### config.mk
export PLATFORM = sky130hd
export DESIGN_NAME = store_narrow_unit
export DESIGN_NICKNAME = d
export VERILOG_FILES = /design/src/rtl/mips_mem_pkg.sv /design/src/rtl/store_lane_pack.sv /design/src/rtl/store_narrow_unit.sv
export SDC_FILE = /design/constraint.sdc
export NUM_CORES = 1
export LEC_CHECK = 0
export CAP_MARGIN = 25
export CORE_AREA = 5 5 104 106
export CTS_CLUSTER_DIAMETER = 200
export DETAILED_ROUTE_END_ITERATION = 10
export DIE_AREA = 0 0 109 111
export MAX_ROUTING_LAYER = met4
export PLACE_DENSITY_LB_ADDON = 0.25
export SLEW_MARGIN = 10
export SYNTH_ARGS = -nofsm -noshare
export SYNTH_HDL_FRONTEND = slang
export SYNTH_SLANG_ARGS = --single-unit
### constraint.sdc
create_clock -name clk -period 3.8 [get_ports clk]
set_clock_uncertainty 0.15 [all_clocks]
set_input_delay 0.57 -clock clk [delete_from_list [all_inputs] [get_ports clk]]
set_output_delay 0.57 -clock clk [all_outputs]
set_load 0.005 [all_outputs]
### src/rtl/mips_mem_pkg.sv
// Shared store-path definitions for the MIPS data-memory write port.
// Used by store_lane_pack and store_narrow_unit (STORE_ALIGN_CHECK_EN aware).
package mips_mem_pkg;

    localparam int MEM_DATA_W = 16;
    localparam int MEM_BE_W   = MEM_DATA_W / 8;

    typedef logic [1:0] size_t;

    localparam size_t SIZE_BYTE = 2'b00;
    localparam size_t SIZE_HALF = 2'b01;
    localparam size_t SIZE_WORD = 2'b10;
    localparam size_t SIZE_RSVD = 2'b11;

    typedef enum logic [1:0] {
        IDLE,
        LO,
        HI,
        DONE
    } store_state_t;

    // Word and reserved sizes both take two beats.
    function automatic logic is_word(input size_t s);
        return s[1];
    endfunction

    function automatic logic misaligned(input size_t s, input logic [1:0] a);
        logic bad;
        bad = 1'b0;
        unique case (1'b1)
            s == SIZE_HALF: bad = a[0];
            s == SIZE_WORD: bad = (a != 2'b00);
            s == SIZE_RSVD: bad = 1'b1;
            default:        bad = 1'b0;
        endcase
        return bad;
    endfunction

endpackage

### src/rtl/store_lane_pack.sv
// Combinational lane packer: places the stored bytes on the 16-bit port
// and yields byte enables plus the halfword offset within the word.
module store_lane_pack
    import mips_mem_pkg::*;
(
    input  size_t                 size_i,
    input  logic [1:0]            addr_i,
    input  logic [31:0]           data_i,
    input  logic                  beat_i,
    output logic [MEM_DATA_W-1:0] wdata_o,
    output logic [MEM_BE_W-1:0]   be_o,
    output logic [1:0]            off_o
);

    always_comb begin
        wdata_o = data_i[15:0];
        be_o    = 2'b11;
        off_o   = {addr_i[1], 1'b0};
        unique case (1'b1)
            size_i == SIZE_BYTE: begin
                wdata_o = {2{data_i[7:0]}};
                be_o    = addr_i[0] ? 2'b10 : 2'b01;
            end
            size_i == SIZE_HALF: begin
                off_o = {addr_i[1], 1'b0};
            end
            default: begin
                wdata_o = beat_i ? data_i[31:16] : data_i[15:0];
                off_o   = {beat_i, 1'b0};
            end
        endcase
    end

endmodule

### src/rtl/store_narrow_unit.sv
// Store narrowing FSM: splits SB/SH/SW into 16-bit write beats.
// Define STORE_ALIGN_CHECK_EN to reject misaligned/reserved stores via err.
module store_narrow_unit
    import mips_mem_pkg::*;
#(
    parameter int ADDR_W = 32
) (
    input  logic                  clk,
    input  logic                  reset,
    input  logic                  req_valid,
    output logic                  req_ready,
    input  logic [ADDR_W-1:0]     req_addr,
    input  logic [31:0]           req_data,
    input  logic [1:0]            req_size,
    output logic                  mem_valid,
    input  logic                  mem_ready,
    output logic [ADDR_W-1:0]     mem_addr,
    output logic [MEM_DATA_W-1:0] mem_wdata,
    output logic [MEM_BE_W-1:0]   mem_be,
    output logic                  done,
    output logic                  err
);

    store_state_t          state_q;
    logic [ADDR_W-1:0]     addr_q;
    logic [31:0]           data_q;
    size_t                 size_q;

    logic                  mem_valid_q;
    logic [ADDR_W-1:0]     mem_addr_q;
    logic [MEM_DATA_W-1:0] mem_wdata_q;
    logic [MEM_BE_W-1:0]   mem_be_q;
    logic                  done_q;
    logic                  err_q;

    logic [MEM_DATA_W-1:0] lo_wdata;
    logic [MEM_BE_W-1:0]   lo_be;
    logic [1:0]            lo_off;
    logic [MEM_DATA_W-1:0] hi_wdata;
    logic [MEM_BE_W-1:0]   hi_be;
    logic [1:0]            hi_off;
    logic                  reject;

`ifdef STORE_ALIGN_CHECK_EN
    assign reject = misaligned(req_size, req_addr[1:0]);
`else
    assign reject = 1'b0;
`endif

    // First beat is packed straight from the request so it can
    // be registered on the handshake edge.
    store_lane_pack u_pack_lo (
        .size_i  (req_size),
        .addr_i  (req_addr[1:0]),
        .data_i  (req_data),
        .beat_i  (1'b0),
        .wdata_o (lo_wdata),
        .be_o    (lo_be),
        .off_o   (lo_off)
    );

    store_lane_pack u_pack_hi (
        .size_i  (size_q),
        .addr_i  (addr_q[1:0]),
        .data_i  (data_q),
        .beat_i  (1'b1),
        .wdata_o (hi_wdata),
        .be_o    (hi_be),
        .off_o   (hi_off)
    );

    always_ff @(posedge clk or posedge reset) begin
        if (reset) begin
            state_q     <= IDLE;
            addr_q      <= '0;
            data_q      <= '0;
            size_q      <= SIZE_BYTE;
            mem_valid_q <= 1'b0;
            mem_addr_q  <= '0;
            mem_wdata_q <= '0;
            mem_be_q    <= '0;
            done_q      <= 1'b0;
            err_q       <= 1'b0;
        end else begin
            done_q <= 1'b0;
            err_q  <= 1'b0;
            unique case (state_q)
                IDLE: begin
                    if (req_valid) begin
                        addr_q <= req_addr;
                        data_q <= req_data;
                        size_q <= req_size;
                        if (reject) begin
                            err_q <= 1'b1;
                        end else begin
                            state_q     <= LO;
                            mem_valid_q <= 1'b1;
                            mem_addr_q  <= {req_addr[ADDR_W-1:2], lo_off};
                            mem_wdata_q <= lo_wdata;
                            mem_be_q    <= lo_be;
                        end
                    end
                end
                LO: begin
                    if (mem_ready) begin
                        if (is_word(size_q)) begin
                            state_q     <= HI;
                            mem_addr_q  <= {addr_q[ADDR_W-1:2], hi_off};
                            mem_wdata_q <= hi_wdata;
                            mem_be_q    <= hi_be;
                        end else begin
                            state_q     <= DONE;
                            mem_valid_q <= 1'b0;
                            mem_addr_q  <= '0;
                            mem_wdata_q <= '0;
                            mem_be_q    <= '0;
                            done_q      <= 1'b1;
                        end
                    end
                end
                HI: begin
                    if (mem_ready) begin
                        state_q     <= DONE;
                        mem_valid_q <= 1'b0;
                        mem_addr_q  <= '0;
                        mem_wdata_q <= '0;
                        mem_be_q    <= '0;
                        done_q      <= 1'b1;
                    end
                end
                DONE: begin
                    state_q <= IDLE;
                end
                default: begin
                    state_q <= IDLE;
                end
            endcase
        end
    end

    assign req_ready = (state_q == IDLE);
    assign mem_valid = mem_valid_q;
    assign mem_addr  = mem_addr_q;
    assign mem_wdata = mem_wdata_q;
    assign mem_be    = mem_be_q;
    assign done      = done_q;
    assign err       = err_q;

endmodule
* After elaboration in Yosys (flattened, before gate mapping)
Index checks and enable logic that the tools add are counted.
** Cells by class
- Equality and inequality tests :: 9
- Mux-type cells :: 37
- Reduce and logical (&&, ||, !) cells :: 10
** Operator list (count)
- 32-bit 2-to-1 mux :: 4
- 32-bit case mux with 3 select lines :: 1
- 16-bit 2-to-1 mux :: 5
- 16-bit case mux with 3 select lines :: 1
- 16-bit case mux with 2 select lines :: 1
- 2-bit 2-to-1 mux :: 13
- 1-bit 2-to-1 mux :: 8
- 2-bit inequality test (second input constant) :: 4
- 2-bit case mux with 4 select lines :: 1
- 2-bit by 1-bit equality test with 1-bit output (second input constant) :: 3
- 2-bit logical NOT :: 3
- 2-bit case mux with 3 select lines :: 1
- 5-bit AND reduction :: 1
- 2-bit equality test (second input constant) :: 2
- 4-bit AND reduction :: 1
- 2-bit OR reduction :: 2
- 1-bit case mux with 3 select lines :: 1
- 3-bit AND reduction :: 1
- 3-bit nonzero test :: 1
- 1-bit case mux with 2 select lines :: 1
- 2-bit AND reduction :: 1
** Word-level totals
- Word-level logic and storage cells :: 65
- Bits in registers :: 120
- Output and inout bits :: 54

* Longest topological paths before layout
Gate-level depths: netlist of the first run.
- Depth in word-level cells :: 6
- Depth in mapped cells :: 8
- Gate-level depth less buffers :: 5

* Modules after synthesis
Synthesis of the first run repeated with hierarchy kept, for this count alone.
** Second synthesis, totals
- Cell total of the unflattened synthesis :: 423
- Area total of the unflattened synthesis :: 5943.2 µm²
** By module, submodules not included
- store_narrow_unit :: seq. area each 3002.9 µm², times used 1, cells an instance 337, area an instance 5079.9 µm²
- store_lane_pack :: seq. area each 0.0 µm², times used 2, cells an instance 43, area an instance 431.7 µm²

* Least setup slack after synthesis of the first run
OpenSTA, ideal clock, no wires.
- Path type :: register to register
- Start :: register state_q[1]
- End :: register mem_addr_q[12] (netlist: mem_addr[12])
- Path buffers :: 2
- Data required time :: 3.525 ns
- Library setup time :: 0.125 ns
- Stages on the path, launching flop included :: 8
- Path slack :: 1.804 ns
- Data arrival time :: 1.720 ns
- Cell sequence :: dfrtp_1 inv_1 ha_1 o21ba_2 nor3_4 buf_6 buf_6 mux2_4
** Between the ends
- Cells in the longest elaborated chain, start to end :: 3
** Ends and longest elaborated chain
- from (decl) :: RTL line store_narrow_unit.sv:24 : store_state_t state_q;
- from (signal assigned) :: RTL line store_narrow_unit.sv:74 : state_q <= IDLE;
- from (signal assigned) :: RTL line store_narrow_unit.sv:96 : state_q <= LO;
- from (signal assigned) :: RTL line store_narrow_unit.sv:107 : state_q <= HI;
- 2-bit by 1-bit equality test with 1-bit output, or another cell as far along :: RTL line store_narrow_unit.sv:87 : unique case (state_q)
- 2-bit inequality test (no source line) / 3-bit nonzero test (equally long branches)
- 4-bit AND reduction (no source line)
- to (signal assigned) :: RTL line store_narrow_unit.sv:98 : mem_addr_q <= {req_addr[ADDR_W-1:2], lo_off};
- to (signal assigned) :: RTL line store_narrow_unit.sv:108 : mem_addr_q <= {addr_q[ADDR_W-1:2], hi_off};
- to (decl) :: RTL line store_narrow_unit.sv:30 : logic [ADDR_W-1:0] mem_addr_q;
Parallel ways exist; a longest one is shown, timed or not.
A chain may end at the register's enable or synchronous reset.

* Worst setup path in the final report of the first run
- Start :: register state_q[0]
- End :: register mem_addr_q[29] (netlist: mem_addr[29])
The elaborated chain is that of the path after synthesis.

==> results.py, run 1 <==
metrics = {
    "status": {
        "status": "complete, no violations",
    },
    "setup_path": {
        "max_stage_delay_ns": 0.52,
        "critical_path_buf_inv_count": 3,
        "crit_chain": "inv_1 -> ha_1 -> clkinv_1 -> buf_4 -> a22o_1 -> mux2_2",
        "critPathMaxFanout": 30,
        "required_ns": 3.88,
        "crit_type": "register to register",
        "worstSetupEndpointType": "register",
        "start_kind": "register",
        "arrival_ns": 2.78,
        "crit_family": "buffers and inverters",
        "slowest_stage": "clkinv_1",
    },
    "synthesis": {
        "yosys.area.top_type_share": 0.5510,
        "yosys_warnings": 0,
        "synth_ff_type": "dfrtp_1",
        "synth_most_common_cell": "dfrtp_1",
        "synth_area_leaders": "dfrtp_1 (55%), mux2_2 (22%), a22o_1 (7.3%)",
        "syn_area_um2": 4542,
        "synth_commonest_cells": "dfrtp_1 (100), mux2_2 (87), a22o_1 (38)",
        "async_reset_ff_frac": 1.000,
        "ys_types": 31,
        "ys_seq_area_frac": 0.5510,
        "yosysTopAreaCell": "dfrtp_1",
        "synth-edff-count": 0,
        "syn_avg_cell_area_um2": 13.81,
        "syn_inst": 329,
        "synth_seq_cells": 100,
    },
    "floorplanning": {
        "die_area_um2": 12100,
        "core_um2": 9684,
        "start_util": 0.4690,
        "die_w_um": 109,
        "io_pins": 124,
        "die_y_um": 111,
        "rows": 36,
    },
    "final_layout": {
        "fin_cells": 576,
        "fin_util": 0.6174,
        "drive_gt1_frac": 0.2573,
        "area_growth_syn_to_layout_pct": 31.65,
        "stdcell_area_um2": 5979,
        "seqCellArea_um2": 2502,
        "multi_input_area_um2": 1854,
        "diodes": 0,
        "filler_cell_count": 799,
        "nets": 513,
    },
    "timing": {
        "fin_crit_sh": 0.7103,
        "setup_viol": 0,
        "rsz0062_at_grt": "no",
        "min_period_ns": 2.699,
        "max_slew.worst_pin.slew_ns": 0.9962,
        "relSlewSlack": 0.3345,
        "fmax_ghz": 0.3705,
        "whs_ns": 0.3619,
        "final_hold_viol_count": 0,
        "fin_tns_setup_ns": 0,
        "drv_slew": 0,
        "fin_ws_ns": 1.101,
    },
    "clock_tree": {
        "cts_tree": "done",
        "cts.sinks": 100,
        "htreeDepth": 3,
        "numCtsBuffers": 9,
        "clk_pin_slew_ns": 0.10,
        "cts_resized": 0,
        "worstSkewPairLatency_ns": 0.35,
        "clock-root-buffer": "clkbuf_8",
        "post_cts_buffers": 0,
        "cts_hold_buffers": 0,
        "clk_path_buf_depth": 2,
    },
    "place": {
        "portBuffers": 121,
        "placed_cell_area_um2": 5801,
        "pre_cts_ws_ns": 1.058,
        "dpl.hpwl_um": 7453,
        "numPlacedInstances": 560,
        "place.gp.congestion": 0.8224,
    },
    "power": {
        "p_leak_nw": 2.513,
        "peakVddDrop_mv": 0.3810,
        "finalPower_mw": 4.984,
        "p_per_area_nw_per_um2": 833.5,
    },
    "grt": {
        "gr-total-overflow": 0,
        "first_global_vias": 3476,
        "grt_pass1_wl_um": 17690,
        "grt_use_total": 0.1898,
        "grt_max_degree": 69,
        "antenna_found_initial": 0,
    },
    "route": {
        "drt-pass1-iter-count": 4,
        "wirelength_um": 10930,
        "avgRoutedWirePerCell_um": 18.97,
        "vias_per_cell": 5.490,
        "drc": 0,
        "postRouteAntennaNets": 0,
        "vias": 3162,
        "drt_iter0_markers": 117,
    },
    "job": {
        "cap_viol_max_count": 0,
    },
    "worst_hold_path": {
        "hold_path.class": "register to register",
    },
}
## path summary, 6_finish.rpt
| path | startpoint | endpoint | slack, ns | cells after the start |
|---|---|---|---|---|
| setup / recovery | state_q[0] | mem_addr[29] | 1.10 | 6 |
| min in group asynchronous | reset | addr_q[23] | 0.59 | 2 |
| hold reg to reg | addr_q[15] | addr_q[15] | 0.36 | 1 |
| hold / removal | addr_q[15] | addr_q[15] | 0.36 | 1 |
| max in group asynchronous | reset | addr_q[25] | 2.14 | 3 |
| setup reg to reg | state_q[0] | mem_addr[29] | 1.10 | 6 |
## kinds of logic (layout without fill, tap and decap cells)
group,count (synthesis),in the layout,synth area share
muxes,89,89,0.2212
and+or+nand+nor,20,20,0.03140
buffers and inverters,35,148,0.04215
AOI/OAI and AO/OA,79,79,0.1397
adders and majority gates,5,5,0.01377
DFF,100,100,0.5510
other,1,2,0.0008257
## layer usage
metal,track usage,vias up,part of all wire
li1,-,1443,-
met1,0.2342,1606,0.42
met2,0.3165,106,0.51
met3,0.04834,7,0.064
met4,0.03535,0,0.0071
met5,-,-,0
## final cells by class
type                            count  share of cell area
Clock buffer                       11             0.02365
Inverter                            5            0.003557
Clock inverter                      5            0.006277
Sequential cell                   100              0.4185
Multi-Input combinational cell    195              0.3101
Tap cell                          133             0.02783
Timing Repair Buffer              127              0.2101
## worst reg2reg max path, stage by stage, from the launching register on
cell,delay [ns]
dfrtp_1,0.41
inv_1,0.11
ha_1,0.40
clkinv_1,0.52
buf_4,0.46
a22o_1,0.27
mux2_2,0.26
## cells in the final DEF, fill, tap and decap left out, types with 2 or more instances in the layout
cell / count
inv_1: 3
a2bb2oi_1: 8
conb_1: 2
nor2b_1: 2
clkinvlp_4: 2
clkbuf_8: 10
a2111oi_0: 9
ha_1: 5
o21a_1: 8
dfrtp_1: 100
nor2_1: 2
a22o_1: 38
clkinv_4: 2
nor3b_1: 9
clkdlybuf4s50_1: 121
o21ai_0: 12
mux2_2: 87
buf_4: 6
## report_power, final
group	total (mW)	internal (mW)	switching [mW]
registers	1.87	1.59	0.277
clock network	0.619	0.258	0.361
logic	2.50	1.48	1.02
## registers in the layout, indices dropped and copies added (netlist names)
| name | count |
|---|---|
| addr_q | 30 |
| data_q | 16 |
| done | 1 |
| mem_addr | 31 |
| mem_be | 2 |
| mem_valid | 1 |
| mem_wdata | 16 |
| size_q | 1 |
| state_q | 2 |
Power figures use the tool's default switching activity.
==> inputs of run 2 (changes only) <==
Settings changed: CORE_AREA 5 5 104 106 to 5 5 108 110, DIE_AREA 0 0 109 111 to 0 0 113 115.
Clock period 3.8 ns to 2.3 ns, I/O delays scaled along.
==> results.py, run 2 (synthesis gave the netlist of run 1 again) <==
metrics = {
    "status": {
        "status": "complete, no violations",
    },
    "clock_tree": {
        "clk_pin_slew_ns": 0.10,
        "cts.sinks": 100,
        "worstSkewPairLatency_ns": 0.35,
        "clock-root-buffer": "clkbuf_8",
        "htreeDepth": 3,
        "clk_path_buf_depth": 2,
        "cts_tree": "done",
        "cts_hold_buffers": 0,
        "numCtsBuffers": 9,
    },
    "final_layout": {
        "drive_gt1_frac": 0.2705,
        "stdcell_area_um2": 6136,
        "largest_reg_flops": 31,
        "final_common_cell": "clkdlybuf4s50_1",
        "area_growth_syn_to_layout_pct": 35.10,
        "diodes": 0,
        "nets": 522,
        "final_cell_mix": "clkdlybuf4s50_1 (121), dfrtp_1 (100), mux2_2 (87)",
    },
    "worst_hold_path": {
        "hold_path.class": "input port to asynchronous set/reset pin",
    },
    "timing": {
        "final_hold_viol_count": 0,
        "fin_tns_setup_ns": 0,
        "fin_ws_ns": 0.1136,
        "rsz0062_at_grt": "no",
        "fmax_ghz": 0.4574,
        "setup_viol": 0,
        "min_period_ns": 2.186,
        "relSlewSlack": 0.5654,
        "fin_crit_sh": 0.9506,
        "drv_slew": 0,
        "max_slew.worst_pin.slew_ns": 0.6498,
    },
    "floorplanning": {
        "die_y_um": 115,
        "start_util": 0.4284,
        "die_w_um": 113,
        "io_pins": 124,
        "rows": 38,
        "die_area_um2": 13000,
        "core_um2": 10600,
    },
    "route": {
        "vias": 3170,
        "wirelength_um": 11140,
        "avgRoutedWirePerCell_um": 18.85,
        "vias_per_cell": 5.364,
        "drt-pass1-iter-count": 4,
        "drc": 0,
        "postRouteAntennaNets": 0,
        "drt_iter0_markers": 164,
    },
    "grt": {
        "gr-total-overflow": 0,
        "grt_use_total": 0.1788,
        "grt_pass1_wl_um": 17930,
        "first_global_vias": 3417,
        "grt_max_degree": 101,
        "antenna_found_initial": 0,
    },
    "job": {
        "cap_viol_max_count": 0,
    },
    "power": {
        "p_leak_nw": 2.590,
        "peakVddDrop_mv": 0.5217,
        "finalPower_mw": 8.640,
        "p_per_area_nw_per_um2": 1408,
    },
    "setup_path": {
        "required_ns": 2.38,
        "arrival_ns": 2.27,
        "critPathMaxFanout": 15,
        "worstSetupEndpointType": "register",
        "start_kind": "register",
        "crit_type": "register to register",
    },
    "place": {
        "pre_cts_ws_ns": 0.06294,
        "portBuffers": 121,
        "placed_cell_area_um2": 5918,
        "place.gp.congestion": 0.7585,
        "dpl.hpwl_um": 7452,
    },
}
-- run 2: changes by cell type in the layout (fill, tap and decap cells not counted), sizes merged --
cell / before / now
buf: 6 / 14
clkbuf: 11 / 12
clkinv: 4 / 1
inv: 4 / 6
-- run 2: final cells by class --
cell class	count	area [um2]
clock inverter	4	33.78
clock buffer	11	141.4
tap	140	175.2
multi-input combinational	195	1857
timing repair buffer	136	1404
fill	900	4467
inverter	5	22.52
sequential	100	2502
-- run 2: final timing paths --
path,start,end,slack [ns],cells past startpoint
worst min-delay path,reset,addr_q[16],0.35,3
worst max-delay path,state_q[0],mem_addr[26],0.11,7
worst max register to register,state_q[0],mem_addr[26],0.11,7
worst min register to register,addr_q[5],addr_q[5],0.36,1
max in group asynchronous,reset,mem_be[0],1.28,3
min in group clk,addr_q[5],addr_q[5],0.36,1
-- run 2: through the flow --
stage | instances | utilization | hold slack, ns
finish | 591 | 0.5787 | 0.3486
global route | 591 | 0.5787 | 0.3455
CTS | 588 | 0.5747 | 0.3578
detailed placement | 573 | 0.5582 | 0.3439
global placement | 573 | 0.5582 | 0.3372
floorplan | 330 | - | 0.3232
-- run 2: power breakdown --
| part | leakage (nW) | total [mW] | internal, mW | switching (mW) |
|---|---|---|---|---|
| Combinational | 1.28 | 4.52 | 2.75 | 1.77 |
| Clock | 0.0864 | 1.04 | 0.429 | 0.608 |
| Sequential | 1.22 | 3.08 | 2.63 | 0.457 |
-- run 2: critical path, stage by stage, from the launching register on --
cell and delay, ns:
dfrtp_1 0.43, inv_1 0.13, ha_1 0.23, nor2b_1 0.43, nor3_4 0.08, buf_4 0.16
clkbuf_16 0.17, mux2_2 0.28
-- run 2: routing by layer --
layer | share of wire | global-route usage
met1 | 0.46 | 0.2361
met3 | 0.056 | 0.03684
met5 | 0 | -
met4 | 0.012 | 0.05849
met2 | 0.47 | 0.2776
-- run 2: timing repair --
item / CTS / global route
endpoints found under the setup margin: 0 / 26
resized for setup: 0 / 2
buffers inserted: 0 / 2
==> inputs of run 3 (changes only) <==
Settings changed: ABC_AREA set to 0, CORE_AREA 5 5 108 110 to 5 5 103 115, CTS_BUF_LIST set to sky130_fd_sc_hd__clkbuf_16, DIE_AREA 0 0 113 115 to 0 0 108 120.
==> results.py, run 3 (synthesis gave the netlist of run 1 again) <==
metrics = {
    "timing": {
        "final_hold_viol_count": 0,
        "fin_crit_sh": 0.9685,
        "drv_slew": 0,
        "max_slew.worst_pin.slew_ns": 0.6284,
        "min_period_ns": 2.227,
        "fin_ws_ns": 0.07253,
        "setup_viol": 0,
        "fin_tns_setup_ns": 0,
        "fmax_ghz": 0.4489,
        "relSlewSlack": 0.5702,
    },
    "worst_hold_path": {
        "hold_path.class": "input port to asynchronous set/reset pin",
    },
    "grt": {
        "first_global_vias": 3393,
        "grt_pass1_wl_um": 17700,
        "grt_max_degree": 101,
        "gr-total-overflow": 0,
        "grt_use_total": 0.1778,
        "antenna_found_initial": 0,
    },
    "final_layout": {
        "largest_reg_flops": 31,
        "final_cell_mix": "clkdlybuf4s50_1 (121), dfrtp_1 (100), mux2_2 (87)",
        "fin_util": 0.5925,
        "nets": 525,
        "final_common_cell": "clkdlybuf4s50_1",
        "diodes": 0,
        "multi_input_area_um2": 1857,
        "drive_gt1_frac": 0.2753,
        "seqCellArea_um2": 2502,
        "area_growth_syn_to_layout_pct": 38.40,
        "filler_cell_count": 908,
    },
    "floorplanning": {
        "rows": 40,
        "io_pins": 124,
        "core_um2": 10610,
        "die_w_um": 108,
        "die_y_um": 120,
        "die_area_um2": 12960,
        "start_util": 0.4281,
    },
    "setup_path": {
        "reg2reg_from": "state_q[1]",
        "slowest_stage": "dfrtp_1",
        "arrival_ns": 2.30,
        "required_ns": 2.37,
        "start_kind": "register",
        "r2r_slack_ns": 0.07,
        "r2r-end": "mem_addr[10]",
        "critPathMaxFanout": 18,
        "crit_type": "register to register",
        "worstSetupEndpointType": "register",
        "r2r_cells": 7,
        "crit_chain": "inv_1 -> ha_1 -> o21ba_2 -> nor3_4 -> buf_4 -> clkbuf_16 -> mux2_2",
        "max_stage_delay_ns": 0.41,
    },
    "clock_tree": {
        "clk_path_buf_depth": 2,
        "htreeDepth": 3,
        "clk_pin_slew_ns": 0.07,
        "cts_hold_buffers": 0,
        "numCtsBuffers": 9,
        "cts_tree": "done",
        "cts.sinks": 100,
        "clock-root-buffer": "clkbuf_16",
        "worstSkewPairLatency_ns": 0.33,
    },
    "power": {
        "p_leak_nw": 2.666,
        "p_per_area_nw_per_um2": 1460,
        "peakVddDrop_mv": 0.6491,
    },
    "route": {
        "wirelength_um": 11100,
        "drt_iter0_markers": 136,
        "avgRoutedWirePerCell_um": 18.47,
        "vias_per_cell": 5.270,
        "postRouteAntennaNets": 0,
        "vias": 3167,
        "drt-pass1-iter-count": 4,
        "drc": 0,
    },
    "place": {
        "dpl.hpwl_um": 7466,
        "portBuffers": 121,
        "pre_cts_ws_ns": 0.04227,
        "place.gp.congestion": 0.8380,
    },
    "status": {
        "status": "complete, no violations",
    },
    "job": {
        "cap_viol_max_count": 0,
    },
}
[run 3: changes by cell type in the layout (fill, tap and decap cells not counted), sizes merged]
cell,before,now
inv,6,5
clkinv,1,2
clkbuf,12,10
buf,14,17
bufinv,0,2
[run 3: per-layer routing]
layer / GRT usage / wire, um / vias to the layer above
met2: 0.2873 / 5520 / 97
li1: - / - / 1468
met5: - / 0 / -
met4: 0.04972 / 136 / 0
met1: 0.2294 / 4912 / 1585
met3: 0.03389 / 533 / 17
[run 3: how the worst max path moves through the flow]
stage	from	endpoint	slack [ns]
after floorplan	state_q[1]	mem_addr[12]	0.30
after global placement	mem_ready	mem_wdata[5]	0.11
after detailed placement	mem_ready	mem_addr[27]	0.04
after CTS	state_q[1]	mem_addr[27]	0.06
after global routing	state_q[1]	mem_addr[8]	-0.001
final	state_q[1]	mem_addr[10]	0.07
[run 3: area by class of cell]
| class | instances | share of cell area |
|---|---|---|
| Tap cell | 147 | 0.02926 |
| Timing Repair Buffer | 139 | 0.2249 |
| Clock buffer | 9 | 0.03583 |
| Multi-Input combinational cell | 195 | 0.2954 |
| Clock inverter | 6 | 0.01294 |
| Inverter | 5 | 0.003583 |
| Sequential cell | 100 | 0.3981 |
[run 3: timing repair]
| item | CTS | global route |
|---|---|---|
| endpoints found under the hold margin | 0 | 0 |
| resized for setup | 0 | 2 |
| endpoints found under the setup margin | 0 | 41 |
| setup buffers | 0 | 2 |
[run 3: per-stage QoR]
step / total power [mW] / cell area (um2) / hold slack, ns / instances
floorplan: 5.833 / 4549 / 0.3232 / 330
global placement: 7.397 / 5937 / 0.3374 / 583
detailed placement: 7.556 / 5937 / 0.3442 / 583
CTS: 9.153 / 6243 / 0.3598 / 598
global route: 9.774 / 6286 / 0.3682 / 601
finish: 9.180 / 6286 / 0.3318 / 601
[run 3: worst max-delay path, delay by kind of cell, from the launching register on]
kind            cells  cell delay [ns]
fa+ha+maj           1             0.26
buf+inv             3             0.47
compound gates      1             0.32
flops               1             0.41
mux                 1             0.35
simple gates        1             0.15
[run 3: where the power goes]
group | leakage (nW) | internal, mW | switching, mW
Sequential | 1.22 | 2.63 | 0.463
Combinational | 1.29 | 2.74 | 1.79
Clock | 0.152 | 0.939 | 0.620
